<file path="src/rtl/apb_master_arb.sv">
// Two-requester APB master: round-robin arbitration, IDLE/SETUP/ACCESS sequencing,
// slave-select decode from the top address bits and a PREADY timeout. All outputs registered.
module apb_master_arb #(
  parameter int DWIDTH = 8,
  parameter int AWIDTH = 4,
  parameter int TOUT   = 15
) (
  input  logic                PCLK,
  input  logic                PRESET,
  input  logic [1:0]          req,
  input  logic [1:0]          wr,
  input  logic [2*AWIDTH-1:0] addr,
  input  logic [2*DWIDTH-1:0] wdata,
  output logic [1:0]          gnt,
  output logic [1:0]          done,
  output logic                err,
  output logic [DWIDTH-1:0]   rdata,
  output logic [3:0]          PSEL,
  output logic                PENABLE,
  output logic                PWRITE,
  output logic [AWIDTH-1:0]   PADDR,
  output logic [DWIDTH-1:0]   PWDATA,
  input  logic [DWIDTH-1:0]   PRDATA,
  input  logic                PREADY,
  input  logic                PSLVERR
);
  localparam logic [1:0] ST_IDLE   = 2'd0;
  localparam logic [1:0] ST_SETUP  = 2'd1;
  localparam logic [1:0] ST_ACCESS = 2'd2;
  localparam logic [7:0] WAIT_LAST = 8'(TOUT - 1);

  logic [1:0]        state_reg, state_next;
  logic [1:0]        gnt_reg, gnt_next;
  logic [1:0]        done_reg, done_next;
  logic              err_reg, err_next;
  logic [DWIDTH-1:0] rdata_reg, rdata_next;
  logic [3:0]        psel_reg, psel_next;
  logic              penable_reg, penable_next;
  logic              pwrite_reg, pwrite_next;
  logic [AWIDTH-1:0] paddr_reg, paddr_next;
  logic [DWIDTH-1:0] pwdata_reg, pwdata_next;
  logic [7:0]        wait_cnt_reg, wait_cnt_next;
  logic              last_reg, last_next;

  logic [AWIDTH-1:0] req_addr  [2];
  logic [DWIDTH-1:0] req_wdata [2];

  genvar gi;
  generate
    for (gi = 0; gi < 2; gi++) begin : g_req
      assign req_addr[gi]  = addr[gi*AWIDTH +: AWIDTH];
      assign req_wdata[gi] = wdata[gi*DWIDTH +: DWIDTH];
    end
  endgenerate

  // A requester whose done is high this cycle is not eligible, so it can drop req in time.
  logic [1:0] eligible;
  logic       win;
  logic [1:0] win_sel;
  assign eligible = req & ~done_reg;
  assign win      = (&eligible) ? ~last_reg : eligible[1];
  assign win_sel  = req_addr[win][AWIDTH-1 -: 2];

  always_comb begin
    state_next    = state_reg;
    gnt_next      = gnt_reg;
    done_next     = 2'b00;
    err_next      = 1'b0;
    rdata_next    = '0;
    psel_next     = psel_reg;
    penable_next  = penable_reg;
    pwrite_next   = pwrite_reg;
    paddr_next    = paddr_reg;
    pwdata_next   = pwdata_reg;
    wait_cnt_next = wait_cnt_reg;
    last_next     = last_reg;
    case (state_reg)
      ST_IDLE: begin
        if (|eligible) begin
          state_next  = ST_SETUP;
          gnt_next    = win ? 2'b10 : 2'b01;
          last_next   = win;
          pwrite_next = wr[win];
          paddr_next  = req_addr[win];
          pwdata_next = req_wdata[win];
          psel_next   = 4'b0001 << win_sel;
        end
      end
      ST_SETUP: begin
        state_next   = ST_ACCESS;
        penable_next = 1'b1;
      end
      ST_ACCESS: begin
        if (PREADY || wait_cnt_reg == WAIT_LAST) begin
          state_next    = ST_IDLE;
          psel_next     = 4'b0000;
          penable_next  = 1'b0;
          gnt_next      = 2'b00;
          done_next     = gnt_reg;
          wait_cnt_next = 8'd0;
          // PREADY takes priority, so a response in the last allowed cycle still completes.
          if (PREADY) begin
            err_next   = PSLVERR;
            rdata_next = (pwrite_reg || PSLVERR) ? '0 : PRDATA;
          end else begin
            err_next   = 1'b1;
          end
        end else begin
          wait_cnt_next = wait_cnt_reg + 8'd1;
        end
      end
      default: state_next = ST_IDLE;
    endcase
  end

  always_ff @(posedge PCLK) begin
    if (PRESET) begin
      state_reg    <= ST_IDLE;
      gnt_reg      <= 2'b00;
      done_reg     <= 2'b00;
      err_reg      <= 1'b0;
      rdata_reg    <= '0;
      psel_reg     <= 4'b0000;
      penable_reg  <= 1'b0;
      pwrite_reg   <= 1'b0;
      paddr_reg    <= '0;
      pwdata_reg   <= '0;
      wait_cnt_reg <= 8'd0;
      last_reg     <= 1'b1;
    end else begin
      state_reg    <= state_next;
      gnt_reg      <= gnt_next;
      done_reg     <= done_next;
      err_reg      <= err_next;
      rdata_reg    <= rdata_next;
      psel_reg     <= psel_next;
      penable_reg  <= penable_next;
      pwrite_reg   <= pwrite_next;
      paddr_reg    <= paddr_next;
      pwdata_reg   <= pwdata_next;
      wait_cnt_reg <= wait_cnt_next;
      last_reg     <= last_next;
    end
  end

  assign gnt     = gnt_reg;
  assign done    = done_reg;
  assign err     = err_reg;
  assign rdata   = rdata_reg;
  assign PSEL    = psel_reg;
  assign PENABLE = penable_reg;
  assign PWRITE  = pwrite_reg;
  assign PADDR   = paddr_reg;
  assign PWDATA  = pwdata_reg;
endmodule

</file>
<file path="config.mk">
export PLATFORM = sky130hd
export DESIGN_NAME = apb_master_arb
export DESIGN_NICKNAME = d
export VERILOG_FILES = /design/src/rtl/apb_master_arb.sv
export SDC_FILE = /design/constraint.sdc
export NUM_CORES = 1
export LEC_CHECK = 0
export CORE_ASPECT_RATIO = 0.5
export CORE_MARGIN = 3
export CORE_UTILIZATION = 42
export CTS_CLUSTER_DIAMETER = 150
export DETAILED_ROUTE_END_ITERATION = 10
export GPL_TIMING_DRIVEN = 0
export PLACE_DENSITY = 0.79
export SYNTH_ARGS = -nofsm -noshare
export SYNTH_HDL_FRONTEND = slang
export SYNTH_SLANG_ARGS = --single-unit
</file>
<file path="constraint.sdc">
create_clock -name PCLK -period 1.6 [get_ports PCLK]
set_input_delay 0.32 -clock PCLK [delete_from_list [all_inputs] [get_ports PCLK]]
set_output_delay 0.32 -clock PCLK [all_outputs]
set_load 0.02 [all_outputs]
</file>
# Word level (Yosys, flattened, before mapping)
# Cells that the tools add are included.
op_classes:
  add_sub_neg: 1
  n_lt_le_gt_ge: 2
  eq_ne: 5
  shifts: 1
  mux: 22
  bitwise: 7
  reduce_logical: 13
op_table:
  columns: ["cell", "n"]
  rows:
  - ["two-way mux 8 bit", 4]
  - ["two-way mux 4 bit", 5]
  - ["adder 8 x 1 -> 8 bit (second input constant)", 1]
  - ["== test 8 x 4 -> 1 bit (second input constant)", 1]
  - ["two-way mux 2 bit", 4]
  - ["case mux 4 bit (2 select lines)", 1]
  - ["AND reduction 2 bit", 4]
  - ["case mux 2 bit (3 select lines)", 1]
  - ["two-way mux 1 bit", 5]
  - ["OR reduction 5 bit", 1]
  - ["inequality test 2 bit (second input constant)", 2]
  - ["NOT 1 bit", 4]
  - ["case mux 2 bit (2 select lines)", 1]
  - ["nonzero test 2 bit", 2]
  - ["<< shifter 1 x 2 -> 4 bit (first input constant)", 1]
  - ["AND reduction 3 bit", 1]
  - ["OR reduction 3 bit", 1]
  - ["AND 2 bit", 1]
  - ["== test 2 x 1 -> 1 bit (second input constant)", 1]
  - ["== test 2 bit (second input constant)", 1]
  - [">= comparator 2 bit (second input constant)", 1]
  - ["logical NOT 2 bit", 1]
  - ["logical OR 1 bit", 2]
  - ["less-than comparator 1 x 2 -> 1 bit (second input constant)", 1]
  - ["other kinds (4)", 4]
word_totals:
  register_bits: 42
  input_bits: 40
  output_inout_bits: 31
  elab_cells: 63

# Longest topological paths before layout
logic_depth:
  word_depth: 11
  ltp_mapped: 6

# Worst setup path after synthesis
# Ideal clock, no wire load.
synth_timing:
  kind: "register to register"
  from: "reg done_reg[0], in the netlist done[0]"
  to: "reg psel_reg[2], in the netlist PSEL[2]"
  setup_time_ns: 0.117
  arrival_time_ns: 1.375
  required_ns: 1.483
  setup_slack_ns: 0.108
  stages_incl_launch_ff: 6
  path_buffers: 1
  cell_sequence: "dfxtp_1 nand3b_4 and2_4 buf_6 mux2_4 a32o_1"
synth_between:
  elab_chain_len: 11
  word_cells_on_any_way: 14
  classes_between: "eq/ne (1); shift (1); mux (6); bitwise (3); reduce/logical (3)"
synth_lines:
  columns: ["element", "line", "source"]
  rows:
  - ["start: declaration", "34", "logic [1:0] done_reg, done_next;"]
  - ["start signal: assignment", "133", "done_reg <= done_next;"]
  - ["NOT 2 bit *", "60", "assign eligible = req & ~done_reg;"]
  - ["AND 2 bit *", "60", null]
  - ["AND reduction 2 bit", "61", "assign win = (&eligible) ? ~last_reg : eligible[1];"]
  - ["two-way mux 1 bit", "61", null]
  - ["NOT 1 -> 2 bit (implied by the code)", "62", "assign win_sel = req_addr[win][AWIDTH-1 -: 2];"]
  - ["two-way mux 4 bit (implied by the code) (3 in series)", "62", null]
  - ["<< shifter 1 x 2 -> 4 bit", "86", "psel_next = 4'b0001 << win_sel;"]
  - ["two-way mux 4 bit", "79", "if (|eligible) begin"]
  - ["case mux 4 bit (2 select lines)", "77", "case (state_reg)"]
  - ["end signal: assignment", "136", "psel_reg <= psel_next;"]
  - ["end: declaration", "37", "logic [3:0] psel_reg, psel_next;"]
# Every way passes the cells marked *; elsewhere a longest branch is shown, timed or not. The select of a mux whose other input is x is not followed.
# A chain may end at the register's enable or synchronous reset.

# Final worst setup path
layout_timing:
  from: "reg pwdata_reg[1], in the netlist PWDATA[1]"
  to: "out PWDATA[1]"
layout_rtl:
  columns: ["element", "line", "source"]
  rows:
  - ["start: declaration", "41", "logic [DWIDTH-1:0] pwdata_reg, pwdata_next;"]
  - ["start signal: assignment", "140", "pwdata_reg <= pwdata_next;"]
  - ["end: declaration", "22", "output logic [DWIDTH-1:0] PWDATA,"]
# No word-level cell between the ends.

==> results.cfg <==
[run_status]
status = complete, no violations

[layout]
antenna_cells = 0
areaGrowthSynthToFinish_pct = 53.5
drive_above_1_share_pct = 9.69
layout.nets = 299

[yosys]
ys_async_sr_fraction_pct = 0
ys_types = 39
post-synth-top-count-cell = dfxtp_1
syn_area_per_cell_um2 = 9.58
netlist_area_um2 = 1730
ys_warn_count = 0
yosysSeqAreaShare_pct = 48.5
yosysTopAreaCell = dfxtp_1
synth.top_cells.by_area = dfxtp_1, nand2_1, a311oi_1, nor2_1, and2_1
yosysTopAreaCellShare_pct = 48.5
synth.net_count = 223
synth_commonest_cells = dfxtp_1, nand2_1, nor2_1, and2_1, a311oi_1
synth-main-ff-cell = dfxtp_1
synth_edf_count = 0
ys_ff_latch = 42
syn_inst = 181

[critical_path]
slowest_delay_ns = 0.61
slowest_stage = clkdlybuf4s50_1
worstPathCellList = clkdlybuf4s50_1
cp-end-kind = output port
critPathRequiredTime_ns = 1.28
cp-start-kind = flop
crit_buf_inv = 1
crit_fanout = 2
critPathTopFamily = buffers and inverters
critPathKind = reg -> out
ff2ff_setup_slack_ns = 0.07
cp.arrival_ns = 1.24

[timing]
finalSetupViolCount = 0
fin_crit_ns = 1.56
rsz0062_at_grt = no
finalHoldViolations = 0
setup_tns_ns = 0
fmax_mhz = 641
slew_viol_final = 0
skew_ns = 0.00844
finalCritPeriodShare_pct = 97.6
tightest_slew_ns = 0.512
slew_headroom_pct = 65.6

[clocking]
cts.sink_count = 42
path_clk_slew_ns = 0.08
insertion_delay_ns = 0.30
htree_levels = 2
clockBufferDepth = 2
cts_post_setup_buffers_inserted = 0
holdBufCountCts = 0
numCtsBuffers = 5
cts_tree = built
cts_root_buffer = clkbuf_8

[die]
die_w_um = 96.9
core_um2 = 3700
num_rows = 15
initial_core_util_pct = 46.9
io_pins = 71
dieHeight_um = 51.4
die_area_um2 = 4980

[route]
ant_nets = 0
wire_per_inst_um = 15.0
route.detailed.drc = 0
num_vias = 1562
drt_pass1_iterations = 6
viasPerCell = 5.06
first_iter_violations = 34
routed_wl_um = 4640

[global_route]
grt_pass1_wl_um = 7450
grt_max_degree = 14
antenna_found_initial = 0
gr-total-overflow = 0
grt_use_total_pct = 19.0
grt_pass1_vias = 1542

[power_and_ir_drop]
clockPowerShare_pct = 32.7
switching_share_pct = 26.7
power_switching_uw = 676
power.leakage_uw = 0.00129
p_int_uw = 1860
seqPwrFrac_pct = 45.6
combPwrFrac_pct = 21.7
vdd_drop_max_v = 0.000496
power_uw = 2530
power.density_nw_per_um2 = 952

[place]
dp_hpwl_um = 3430
port_buffers = 70
gp_congestion = 0.754

[min_path]
hp-class = reg -> reg

[run]
drv_cap = 0
-- final timing paths --
| check | depth (start not counted) | to | startpoint |
|---|---|---|---|
| setup / recovery | 1 | PWDATA[1] | PWDATA[1] |
| hold / removal | 2 | PENABLE | PENABLE |
| setup reg to reg | 5 | PSEL[3] | wait_cnt_reg[0] |
| hold reg to reg | 2 | PENABLE | PENABLE |
-- metal layers --
layer	up-vias	GRT usage [%]	wire, um
met5	-	0	0
met4	0	6.29	43
met3	4	4.77	215
met2	38	33.4	2340
met1	744	23.0	2040
li1	776	-	-
-- power groups by stage --
stage               logic [uW]  clock network, uW  registers [uW]
floorplan                  214                  0            1250
global placement           547                  0            1180
detailed placement         555                  0            1180
CTS                        557                845            1160
global route               589                904            1160
finish                     551                828            1160
-- stage by stage --
step           std cells  worst slack, ns  util [%]  instance area, um2  hold WS (ns)
2_1_floorplan        181            0.108         -                1730         0.442
3_3_place_gp         302           -0.302      67.6                2500         0.435
3_5_place_dp         302           -0.308      67.6                2500         0.448
4_1_cts              310         0.000865      70.6                2610         0.457
5_1_grt              309          0.00123      72.0                2660         0.482
6_report             309           0.0391      72.0                2660         0.453
-- worst register-to-register path: cells and delay by family (launching register included) --
family / cells / cell delay, ns
DFF: 1 / 0.38
AOI/OAI and AO/OA: 3 / 0.81
buffers and inverters: 1 / 0.07
adders and majority gates: 1 / 0.21
-- layout by cell type, fill, tap and decap left out, types with 2 or more instances in the layout --
| master | count |
|---|---|
| a211oi_1 | 2 |
| a21oi_1 | 3 |
| a22o_1 | 3 |
| a311oi_1 | 10 |
| a32o_1 | 2 |
| and2_1 | 12 |
| buf_2 | 3 |
| buf_6 | 3 |
| clkbuf_1 | 2 |
| clkbuf_8 | 5 |
| clkdlybuf4s50_1 | 52 |
| dfxtp_1 | 41 |
| dlymetal6s2s_1 | 17 |
| ha_1 | 2 |
| inv_1 | 3 |
| mux2i_1 | 4 |
| nand2_1 | 28 |
| nand2b_1 | 5 |
| nand4_1 | 4 |
| nor2_1 | 22 |
| nor2b_1 | 3 |
| nor4_2 | 2 |
| xor2_1 | 6 |
-- final cells by class --
type | instances | area [um2]
Clock buffer | 6 | 72.6
Tap cell | 51 | 63.8
Sequential cell | 42 | 842
Buffer | 8 | 57.6
Clock inverter | 2 | 37.5
Inverter | 3 | 11.3
Timing Repair Buffer | 70 | 742
Fill cell | 295 | 1040
Multi-Input combinational cell | 127 | 835
-- what timing repair did --
item	CTS	global route
gates resized for setup	2	22
endpoints found under the setup margin	3	31
pin swaps	1	2
-- cell families (layout without fill, tap and decap cells) --
group	count (synthesis)	count (layout)	synth area share, %
simple gates	84	84	25.0
flops	42	42	48.5
compound gates	30	30	14.5
buf+inv	12	89	4.33
xor+xnor	6	6	3.03
mux	5	5	3.17
fa+ha+maj	2	2	1.44
(Power assumes the default switching activity.)
